$ cat src/rtl/dvp_pattern_tx.sv
// dvp_pattern_tx: synthetic OV5640-style DVP source emitting RGB565 test patterns, high byte first.
// Optional macro DVP_TX_SCROLL_EN: gradient/checkerboard scroll one column per frame.
module dvp_pattern_tx #(
  parameter int H_PIXEL  = 1280,
  parameter int V_PIXEL  = 720,
  parameter int H_BLANK  = 10,
  parameter int VS_LINES = 4,
  parameter int V_FRONT  = 20,
  parameter int V_BACK   = 4
) (
  input  logic       clk,
  input  logic       rst,
  input  logic       tx_en,
  input  logic [1:0] pat_sel,
  output logic       cam_vsync,
  output logic       cam_href,
  output logic [7:0] cam_data,
  output logic       busy,
  output logic       frame_done
);
  // state    | meaning
  // S_IDLE   | waiting for tx_en, outputs quiet
  // S_VSYNC  | VS_LINES line periods with vsync high
  // S_VFRONT | V_FRONT blank lines before video
  // S_ACTIVE | V_PIXEL lines carrying pixel bytes
  // S_VBACK  | V_BACK blank lines; last cycle flags frame_done

  localparam int LINE_LEN = 2 * H_PIXEL + H_BLANK;
  localparam int BAR_W    = H_PIXEL / 8;

  typedef enum logic [2:0] {S_IDLE, S_VSYNC, S_VFRONT, S_ACTIVE, S_VBACK} state_t;

  state_t      state, state_n;
  logic [11:0] h_cnt, h_n;
  logic [10:0] l_cnt, l_n, last_line;
  logic [1:0]  pat_q, pat_n;
  logic [2:0]  bar_idx, bar_idx_n;
  logic [7:0]  bar_cnt, bar_cnt_n;
  logic [5:0]  x_eff;
  logic [15:0] bar_pix, pix;
  logic        last_n, href_n;
  logic [7:0]  data_n;

  always_comb begin
    case (state)
      S_VSYNC:  last_line = 11'(VS_LINES - 1);
      S_VFRONT: last_line = 11'(V_FRONT - 1);
      S_ACTIVE: last_line = 11'(V_PIXEL - 1);
      S_VBACK:  last_line = 11'(V_BACK - 1);
      default:  last_line = '0;
    endcase
  end

  // Outputs are registered from the position the next cycle will occupy,
  // so they line up with state/counters without an extra pipeline stage.
  always_comb begin
    state_n = state;
    h_n     = h_cnt;
    l_n     = l_cnt;
    pat_n   = pat_q;
    if (state == S_IDLE) begin
      h_n = '0;
      l_n = '0;
      if (tx_en) begin
        state_n = S_VSYNC;
        pat_n   = pat_sel;
      end
    end else if (h_cnt != 12'(LINE_LEN - 1)) begin
      h_n = h_cnt + 12'd1;
    end else begin
      h_n = '0;
      if (l_cnt != last_line) begin
        l_n = l_cnt + 11'd1;
      end else begin
        l_n = '0;
        case (state)
          S_VSYNC:  state_n = S_VFRONT;
          S_VFRONT: state_n = S_ACTIVE;
          S_ACTIVE: state_n = S_VBACK;
          default: begin
            if (tx_en) begin
              state_n = S_VSYNC;
              pat_n   = pat_sel;
            end else begin
              state_n = S_IDLE;
            end
          end
        endcase
      end
    end
  end

  assign last_n = (state_n == S_VBACK) && (l_n == 11'(V_BACK - 1)) &&
                  (h_n == 12'(LINE_LEN - 1));

  // Bar tracking: down-counter per bar, advanced on each new pixel column.
  always_comb begin
    bar_idx_n = bar_idx;
    bar_cnt_n = bar_cnt;
    if (h_n == '0) begin
      bar_idx_n = '0;
      bar_cnt_n = 8'(BAR_W - 1);
    end else if (!h_n[0]) begin
      if (bar_cnt == '0) begin
        bar_idx_n = bar_idx + 3'd1;
        bar_cnt_n = 8'(BAR_W - 1);
      end else begin
        bar_cnt_n = bar_cnt - 8'd1;
      end
    end
  end

  always_comb begin
    case (bar_idx_n)
      3'd0:    bar_pix = 16'hFFFF;
      3'd1:    bar_pix = 16'hFFE0;
      3'd2:    bar_pix = 16'h07FF;
      3'd3:    bar_pix = 16'h07E0;
      3'd4:    bar_pix = 16'hF81F;
      3'd5:    bar_pix = 16'hF800;
      3'd6:    bar_pix = 16'h001F;
      default: bar_pix = 16'h0000;
    endcase
  end

`ifdef DVP_TX_SCROLL_EN
  logic [10:0] frame_cnt;
  always_ff @(posedge clk) begin
    if (rst)         frame_cnt <= '0;
    else if (last_n) frame_cnt <= frame_cnt + 11'd1;
  end
  assign x_eff = h_n[6:1] + frame_cnt[5:0];
`else
  assign x_eff = h_n[6:1];
`endif

  always_comb begin
    case (pat_n)
      2'd0:    pix = bar_pix;
      2'd1:    pix = {x_eff[4:0], x_eff[5:0], l_n[4:0]};
      2'd2:    pix = (x_eff[5] ^ l_n[5]) ? 16'hFFFF : 16'h0000;
      default: pix = 16'hF800;
    endcase
  end

  assign href_n = (state_n == S_ACTIVE) && (h_n < 12'(2 * H_PIXEL));
  assign data_n = !href_n ? 8'h00 : (h_n[0] ? pix[7:0] : pix[15:8]);

  always_ff @(posedge clk) begin
    if (rst) begin
      state      <= S_IDLE;
      h_cnt      <= '0;
      l_cnt      <= '0;
      pat_q      <= '0;
      bar_idx    <= '0;
      bar_cnt    <= '0;
      cam_vsync  <= 1'b0;
      cam_href   <= 1'b0;
      cam_data   <= '0;
      busy       <= 1'b0;
      frame_done <= 1'b0;
    end else begin
      state      <= state_n;
      h_cnt      <= h_n;
      l_cnt      <= l_n;
      pat_q      <= pat_n;
      bar_idx    <= bar_idx_n;
      bar_cnt    <= bar_cnt_n;
      cam_vsync  <= (state_n == S_VSYNC);
      cam_href   <= href_n;
      cam_data   <= data_n;
      busy       <= (state_n != S_IDLE);
      frame_done <= last_n;
    end
  end
endmodule
$ cat config.mk
export PLATFORM = sky130hd
export DESIGN_NAME = dvp_pattern_tx
export DESIGN_NICKNAME = d
export VERILOG_FILES = /design/src/rtl/dvp_pattern_tx.sv
export SDC_FILE = /design/constraint.sdc
export NUM_CORES = 1
export LEC_CHECK = 0
export CAP_MARGIN = 40
export CORE_MARGIN = 10
export CORE_UTILIZATION = 63
export CTS_CLUSTER_SIZE = 12
export DETAILED_ROUTE_END_ITERATION = 6
export DONT_BUFFER_PORTS = 1
export GPL_ROUTABILITY_DRIVEN = 0
export PLACE_DENSITY = 0.79
export RECOVER_POWER = 100
export SETUP_SLACK_MARGIN = 0.2
export SYNTH_ARGS = -nofsm -noshare
export SYNTH_HDL_FRONTEND = slang
export SYNTH_SLANG_ARGS = --single-unit
$ cat constraint.sdc
create_clock -name clk -period 3 [get_ports clk]
set_clock_uncertainty 0.15 [all_clocks]
set_input_delay 0.45 -clock clk [delete_from_list [all_inputs] [get_ports clk]]
set_output_delay 0.45 -clock clk [all_outputs]
set_load 0.02 [all_outputs]
==> impl_metrics.yaml, run 1 <==
run_status:
  outcome: "finished clean"
pwr:
  cellPowerDensity_nw_per_um2: 399
  p_leak_nw: 1.23
  peakVddDrop_mv: 0.270
  post-layout-total-power_mw: 1.40
worst_setup_path:
  worst-endpoint-required_ns: 3.05
  cp_max_fo: 7
  arrival_ns: 2.90
  timing.reg2reg.worst_path_depth: 9
  setup.worst_path.start_class: "flip-flop"
  worst_setup_path_end_kind: "flip-flop"
  timing.setup.critical_path_class: "reg -> reg"
layout:
  drive_gt1_share_pct: 22.6
  flow.area_growth_from_synthesis_pct: 14.1
  finish.net_count: 395
  n_antenna_cell: 0
floorplanning:
  dieArea_um2: 8050
  std_cell_rows: 25
  die_width_um: 89.7
  core_area_um2: 4720
  floorplan.initialDensity_pct: 64.8
  dieHeight_um: 89.7
  design.portCount: 17
clocking:
  cts_buffers: 5
  source_to_sink_clock_delay_at_the_later_pin_of_the_worst_skew_pair_ns: 0.32
  cts.reportedPaths.clkPinSlew_ns: 0.11
  cts_root_buf: "clkbuf_8"
  tritoncts: "done"
  ctsLongestPathBuffers: 2
  post_cts_hold_buffer_count: 0
  cts_sinks: 51
  htreeDepth: 2
route:
  route.detailed.drc: 0
  initial_drc_count: 221
  wl_per_cell_um: 18.0
  drt_wirelength_um: 8150
  via_density_per_instance: 6.33
  detailedRoute.firstPassIterationCount: 5
  vias: 2860
  detail-route-antenna-nets: 0
yosys:
  yosys_warnings: 0
  syn_inst: 367
  synth.avg_cell_area_um2: 8.34
  mappedNetlistNets: 378
  synthArstFlopShare_pct: 0
  synth_edf_count: 0
  synth_cell_types: 71
  ys_dominant_reg_cell: "dfxtp_1"
  yosys_register_bits: 51
  synth_seq_area_share_pct: 33.3
  mappedNetlistArea_um2: 3060
timing:
  drv_slew: 0
  min_period_over_period_pct: 95.2
  setup-violations-final: 0
  timing.final.hold_violations: 0
  max_slew_margin_pct: 68.2
  worst_hold_slack_ns: 0.0306
  worstMarginPinSlew_ns: 0.474
  fmax_mhz: 350
  fin_setup_tns_ns: 0
  layout_min_cycle_time_ns: 2.85
  setup_repair_after_global_routing_missed_its_margin: "true"
grt:
  grt_overflow_total: 0
  gr-usage-all-layers_pct: 18.5
  grt_antenna_before_repair: 0
  grt_pass1_vias: 2595
  grt_max_degree: 19
  grt_pass1_wl_um: 12700
place:
  detailedPlacementHpwl_um: 5670
  placement.io_buffers: 0
min_path:
  min-delay-path-class: "in -> reg"
  hold_path_depth: 1
run:
  cap_viol_max_count: 0
-- synth_stat cells, drive strengths merged (2+ instances only) --
library cell,count,share of area (%)
buf,15,3.1
a21oi,18,2.9
o211a,3,0.98
xnor2,16,4.6
a31oi,7,2.4
nor3b,2,0.65
o22ai,6,1.2
xor2,16,4.6
ha,6,2.5
nor3,25,4.3
nor2,54,6.6
o221a,2,0.74
nor2b,2,0.65
or2,2,0.41
nand4,11,2.2
dfxtp,51,33
and3,9,1.9
or4,5,1.5
nand2,27,3.6
clkbuf,4,0.49
o21ai,6,0.98
o32ai,5,1.4
mux2,2,0.86
mux2i,5,1.8
and2,3,0.69
a211oi,3,1.1
nor4,3,0.61
nand3b,4,0.98
or3,3,0.61
inv,11,1.3
nand3,17,2.8
-- worst max-delay path, stage by stage (launching register included) --
cell       delay [ns]
dfxtp_1          0.34
nand4bb_1        0.28
or4_4            0.48
a211oi_4         0.32
a41oi_4          0.19
buf_4            0.19
mux2i_4          0.29
o22ai_1          0.17
nor3_1           0.18
o32ai_1          0.13
-- area by class of cell --
type / instances / area (µm²)
Fill cell: 342 / 1230
Clock buffer: 5 / 68.8
Clock inverter: 3 / 27.5
Multi-Input combinational cell: 286 / 2040
Inverter: 11 / 41.3
Sequential cell: 51 / 1020
Timing Repair Buffer: 29 / 206
Tap cell: 67 / 83.8
-- state kept, by name, indices dropped and copies added (netlist names) --
register,count
h_cnt,12
bar_cnt,8
l_cnt,11
bar_idx,3
state,3
frame_done,1
busy,1
cam_href,1
cam_vsync,1
pat_q,2
cam_data,8
-- cells by family (layout without fill, tap and decap cells) --
group,Yosys count,count (layout),share of synthesized area [%]
buf+inv,30,48,4.99
flops,51,51,33.3
simple gates,176,176,30.3
xor+xnor,32,32,9.15
mux,7,7,2.62
fa+ha+maj,6,6,2.45
compound gates,65,65,17.2
-- report_power, final --
group / switching (mW) / internal [mW] / leakage [nW]
Sequential: 0.0232 / 0.694 / 0.416
Clock: 0.265 / 0.172 / 0.0463
Combinational: 0.137 / 0.105 / 0.765
Total: 0.425 / 0.971 / 1.23
-- final timing paths --
check                                    to  slack, ns       start
worst max-delay path            cam_data[7]       0.15    h_cnt[4]
worst min-delay path               h_cnt[0]       0.03         rst
worst max register to register  cam_data[7]       0.15    h_cnt[4]
worst min register to register   bar_cnt[6]       0.35  bar_cnt[6]
-- layer usage --
| metal | GRT usage, % | share of wire, % | vias up |
|---|---|---|---|
| met4 | 7.28 | 3.2 | 0 |
| met5 | 0 | 0 | - |
| met1 | 22.0 | 43 | 1340 |
| met2 | 31.5 | 48 | 127 |
| met3 | 4.07 | 6.1 | 28 |
| li1 | - | - | 1365 |
-- stage by stage --
stage / worst slack, ns / std cells / util [%] / cell area (µm²)
detailed placement: 0.0941 / 434 / 67.3 / 3180
global placement: 0.169 / 434 / 67.3 / 3180
floorplan: 0.212 / 367 / - / 3060
global route: 0.0196 / 452 / 74.0 / 3490
finish: 0.145 / 452 / 74.0 / 3490
CTS: 0.197 / 443 / 70.8 / 3340
-- repair_timing --
item,in CTS,in global routing
pin swaps,3,6
setup endpoints to repair,6,10
buffers inserted,1,9
resized for setup,11,28
-- cell usage in the layout (no fill, tap or decap), types with 5 or more instances in the layout --
master,n
nor3_1,18
a21oi_1,16
nand3_1,17
nand4_1,11
nor2_1,50
and3_1,7
nor3_2,7
dfxtp_1,48
o22ai_1,5
clkbuf_8,5
inv_1,11
xnor2_1,16
nand2_1,25
ha_1,6
xor2_1,16
buf_4,24
Note: power is estimated with default switching activity, not from simulation.
==> run 2: changes to the inputs <==
Settings changed: CAP_MARGIN 40 to unset, CORE_UTILIZATION 63 to 66, CTS_BUF_LIST set to sky130_fd_sc_hd__clkbuf_2, PLACE_DENSITY 0.79 to 0.82.
==> impl_metrics.yaml, run 2 (synthesis gave the netlist of run 1 again) <==
run_status:
  outcome: "finished clean"
pwr:
  peakVddDrop_mv: 0.281
  cellPowerDensity_nw_per_um2: 368
  p_leak_nw: 1.25
  post-layout-total-power_mw: 1.28
clocking:
  cts_root_buf: "clkbuf_2"
  htreeDepth: 2
  tritoncts: "done"
  cts.reportedPaths.clkPinSlew_ns: 0.28
  source_to_sink_clock_delay_at_the_later_pin_of_the_worst_skew_pair_ns: 0.47
  cts_sinks: 51
  ctsLongestPathBuffers: 2
  cts_buffers: 5
floorplanning:
  floorplan.initialDensity_pct: 69.4
  design.portCount: 17
  dieHeight_um: 88.1
  std_cell_rows: 24
  dieArea_um2: 7760
  die_width_um: 88.1
  core_area_um2: 4410
route:
  via_density_per_instance: 6.41
  route.detailed.drc: 0
  vias: 2864
  detailedRoute.firstPassIterationCount: 5
  detail-route-antenna-nets: 0
  wl_per_cell_um: 18.0
  initial_drc_count: 389
  drt_wirelength_um: 8040
grt:
  grt_max_degree: 18
  grt_pass1_vias: 2551
  grt_pass1_wl_um: 12300
  gr-usage-all-layers_pct: 19.5
  grt_antenna_before_repair: 0
  grt_overflow_total: 0
timing:
  worstMarginPinSlew_ns: 0.689
  setup_repair_after_global_routing_missed_its_margin: "true"
  timing.final.hold_violations: 0
  max_slew_margin_pct: 53.9
  fmax_mhz: 347
  setup-violations-final: 0
  min_period_over_period_pct: 96.0
  drv_slew: 0
  layout_min_cycle_time_ns: 2.88
  fin_setup_tns_ns: 0
worst_setup_path:
  setup.worst_path.start_class: "flip-flop"
  worst_setup_path_end_kind: "flip-flop"
  critical_path.top_delay_family: "simple AND/OR/NAND/NOR gates"
  crit_chain: "nand4bb_1 > or4_1 > a211oi_4 > clkbuf_4 > and2_4 > o311a_2 > and3_4 > nand2_4 > o32ai_2"
  cp_max_fo: 7
  cpMaxStageDelayCell: "or4_1"
  crit_path_max_incr_delay_ns: 0.48
  arrival_ns: 3.13
  timing.setup.critical_path_class: "reg -> reg"
  worst-endpoint-required_ns: 3.25
  critical_path_buf_inv_count: 1
layout:
  fin_cells: 447
  most_common_cell_after_layout_fill_and_taps_aside: "nor2_1"
  flow.area_growth_from_synthesis_pct: 13.6
  largest_register_ffs: 12
  reg.largest.list: "h_cnt: 12 flops, l_cnt: 11 flops"
  regMostFlops: "h_cnt"
  n_antenna_cell: 0
  layout_common_cells: "nor2_1 (53), dfxtp_1 (46), buf_4 (27)"
  drive_gt1_share_pct: 21.5
  post-route-cell-area_um2: 3480
  finish.net_count: 405
place:
  placed_cells: 424
  placement.cell_area_um2: 3200
  placement.io_buffers: 0
  detailedPlacementHpwl_um: 5660
run:
  cap_viol_max_count: 0
min_path:
  min-delay-path-class: "in -> reg"
[run 2: layout make-up]
type                    count  area, µm²
multi-input cells         286       2010
flip-flops and latches     51       1030
fillers                   302        935
repair buffers             39        288
well taps                  52       65.1
inverters                  11       41.3
clock buffers               5       25.0
clock inverters             3       23.8
[run 2: what timing repair did]
action / CTS / global route
setup endpoints to repair: 9 / 10
endpoints found under the hold margin: 15 / 1
hold buffers: 3 / 1
setup buffers: 2 / 9
pin swaps: 2 / 9
gates resized for setup: 9 / 29
[run 2: power breakdown]
| part | switching [mW] | internal, mW | total (mW) |
|---|---|---|---|
| Clock | 0.241 | 0.0598 | 0.301 |
| Combinational | 0.145 | 0.114 | 0.259 |
| Sequential | 0.0231 | 0.697 | 0.720 |
[run 2: routing by layer]
metal / vias up / global-route usage (%) / routed length [µm]
li1: 1379 / - / -
met1: 1345 / 24.6 / 3390
met2: 116 / 31.9 / 3970
met3: 24 / 5.20 / 529
met4: 0 / 5.71 / 157
met5: - / 0 / 0
[run 2: worst paths after layout]
check / from / end / slack [ns] / cells past startpoint
worst min-delay path: rst / bar_cnt[6] / 0.11 / 3
worst max-delay path: h_cnt[4] / cam_data[6] / 0.12 / 9
worst max register to register: h_cnt[4] / cam_data[6] / 0.12 / 9
worst min register to register: bar_cnt[6] / bar_cnt[6] / 0.35 / 2
[run 2: worst register-to-register path: cells and delay by family (launching register included)]
kind	cells	cell delay, ns
flops	1	0.41
simple gates	5	1.20
compound gates	3	0.85
buf+inv	1	0.21
[run 2: metrics by stage]
stage / utilization, % / setup slack (ns) / hold slack (ns)
after CTS: 75.1 / 0.207 / 0.00565
after floorplan: - / 0.212 / 0.294
final: 78.8 / 0.121 / 0.114
after global routing: 78.8 / 0.0201 / 0.0589
after detailed placement: 72.4 / 0.102 / 0.325
after global placement: 72.4 / 0.198 / 0.316
==> run 3: changes to the inputs <==
Settings changed: CORE_UTILIZATION 66 to 54, PLACE_DENSITY 0.82 to 0.69.
==> impl_metrics.yaml, run 3 (synthesis gave the netlist of run 1 again) <==
timing:
  drv_slew: 0
  worst_hold_slack_ns: 0.129
  min_period_over_period_pct: 96.1
  layout_min_cycle_time_ns: 2.88
  timing.final.hold_violations: 0
  setup-violations-final: 0
  max_slew_margin_pct: 55.8
  fin_setup_tns_ns: 0
  fmax_mhz: 347
  worstMarginPinSlew_ns: 0.661
  setup_repair_after_global_routing_missed_its_margin: "true"
run_status:
  outcome: "finished clean"
layout:
  regMostFlops: "h_cnt"
  largest_register_ffs: 12
  layout_common_cells: "nor2_1 (52), dfxtp_1 (45), nand2_1 (26)"
  postLayoutCoreUtil_pct: 61.9
  finish.net_count: 401
  n_antenna_cell: 0
  flow.area_growth_from_synthesis_pct: 11.4
  reg.largest.list: "h_cnt: 12 flops, l_cnt: 11 flops"
  drive_gt1_share_pct: 19.0
  post-route-cell-area_um2: 3410
  most_common_cell_after_layout_fill_and_taps_aside: "nor2_1"
grt:
  grt_util_met1_pct: 23.3
  grt_antenna_before_repair: 0
  grt_util_met2_pct: 25.1
  gr-usage-all-layers_pct: 16.7
  grt_max_degree: 16
  grt_overflow_total: 0
  top_usage_layer: "met2"
  grt.met3_usage_pct: 3.77
  grt_pass1_vias: 2473
  grt_pass1_wl_um: 12300
floorplanning:
  core_area_um2: 5510
  std_cell_rows: 27
  die_width_um: 95.3
  floorplan.initialDensity_pct: 55.6
  design.portCount: 17
  dieHeight_um: 95.3
  dieArea_um2: 9080
clocking:
  cts_root_buf: "clkbuf_2"
  source_to_sink_clock_delay_at_the_later_pin_of_the_worst_skew_pair_ns: 0.46
  htreeDepth: 2
  cts_buffers: 5
  cts.reportedPaths.clkPinSlew_ns: 0.25
  ctsLongestPathBuffers: 2
  tritoncts: "done"
  cts_sinks: 51
pwr:
  cellPowerDensity_nw_per_um2: 360
  peakVddDrop_mv: 0.237
  p_leak_nw: 1.22
  post-layout-total-power_mw: 1.23
place:
  placement.cell_area_um2: 3190
  placement.io_buffers: 0
  detailedPlacementHpwl_um: 5510
route:
  detailedRoute.firstPassIterationCount: 5
  initial_drc_count: 205
  wl_per_cell_um: 16.4
  vias: 2799
  via_density_per_instance: 6.06
  drt_wirelength_um: 7580
  detail-route-antenna-nets: 0
  route.detailed.drc: 0
worst_setup_path:
  timing.setup.critical_path_class: "reg -> reg"
  r2r-start: "h_cnt[0]"
  cp_max_fo: 7
  timing.rr.end: "bar_cnt[7]"
  worst-r2r-setup-slack_ns: 0.12
  worst_setup_path_end_kind: "flip-flop"
  arrival_ns: 3.12
  timing.reg2reg.worst_path_depth: 8
  setup.worst_path.start_class: "flip-flop"
  worst-endpoint-required_ns: 3.24
min_path:
  min-delay-path-class: "in -> reg"
  hold_path_depth: 3
  endpoint_of_the_worst_hold_path: "bar_cnt[6]"
  hp-start: "rst"
run:
  cap_viol_max_count: 0
run 3: power by group:
part           internal [mW]  switching [mW]  leakage [nW]
Clock                 0.0535           0.223        0.0288
Combinational          0.101           0.133         0.774
Sequential             0.696          0.0218         0.418
run 3: stage by stage:
step | worst slack (ns) | std cells
global placement | 0.137 | 440
detailed placement | 0.0610 | 440
global route | 0.0413 | 462
CTS | 0.197 | 452
finish | 0.117 | 462
floorplan | 0.212 | 367
run 3: layer usage:
metal / vias up / routed length (µm) / part of all wire (%)
li1: 1378 / - / -
met1: 1324 / 3620 / 48
met2: 86 / 3390 / 45
met3: 11 / 456 / 6.0
met4: 0 / 104 / 1.4
met5: - / 0 / 0
run 3: final cells by class:
type	instances	area, µm²
Clock buffer	5	25.0
Clock inverter	2	13.8
Fill cell	492	2100
Inverter	11	41.3
Multi-Input combinational cell	286	1950
Sequential cell	51	1030
Tap cell	72	90.1
Timing Repair Buffer	35	262
run 3: critical path: stages, from the launching register on:
cell	delay, ns
dfxtp_4	0.44
ha_1	0.19
and4bb_2	0.27
and3b_1	0.37
nor3_4	0.10
or4_4	0.45
or4b_1	0.53
xor2_1	0.16
a21oi_1	0.17
run 3: worst max-delay path by stage:
| stage | endpoint | start | slack, ns | cells past startpoint |
|---|---|---|---|---|
| after floorplan | cam_data[6] | h_cnt[1] | 0.21 | 11 |
| after global placement | bar_cnt[7] | h_cnt[0] | 0.14 | 8 |
| after detailed placement | cam_data[4] | h_cnt[0] | 0.06 | 9 |
| after CTS | cam_data[4] | bar_cnt[0] | 0.20 | 9 |
| after global routing | bar_cnt[7] | h_cnt[1] | 0.04 | 9 |
| final | bar_cnt[7] | h_cnt[0] | 0.12 | 8 |
run 3: repair_timing:
action                     CTS  global route
gates cloned                 0             0
hold endpoints to repair    15             0
gates resized for setup      6            19
hold buffers                 4             0
setup endpoints to repair    9            11
setup buffers                1            10
pin swaps                    1             3
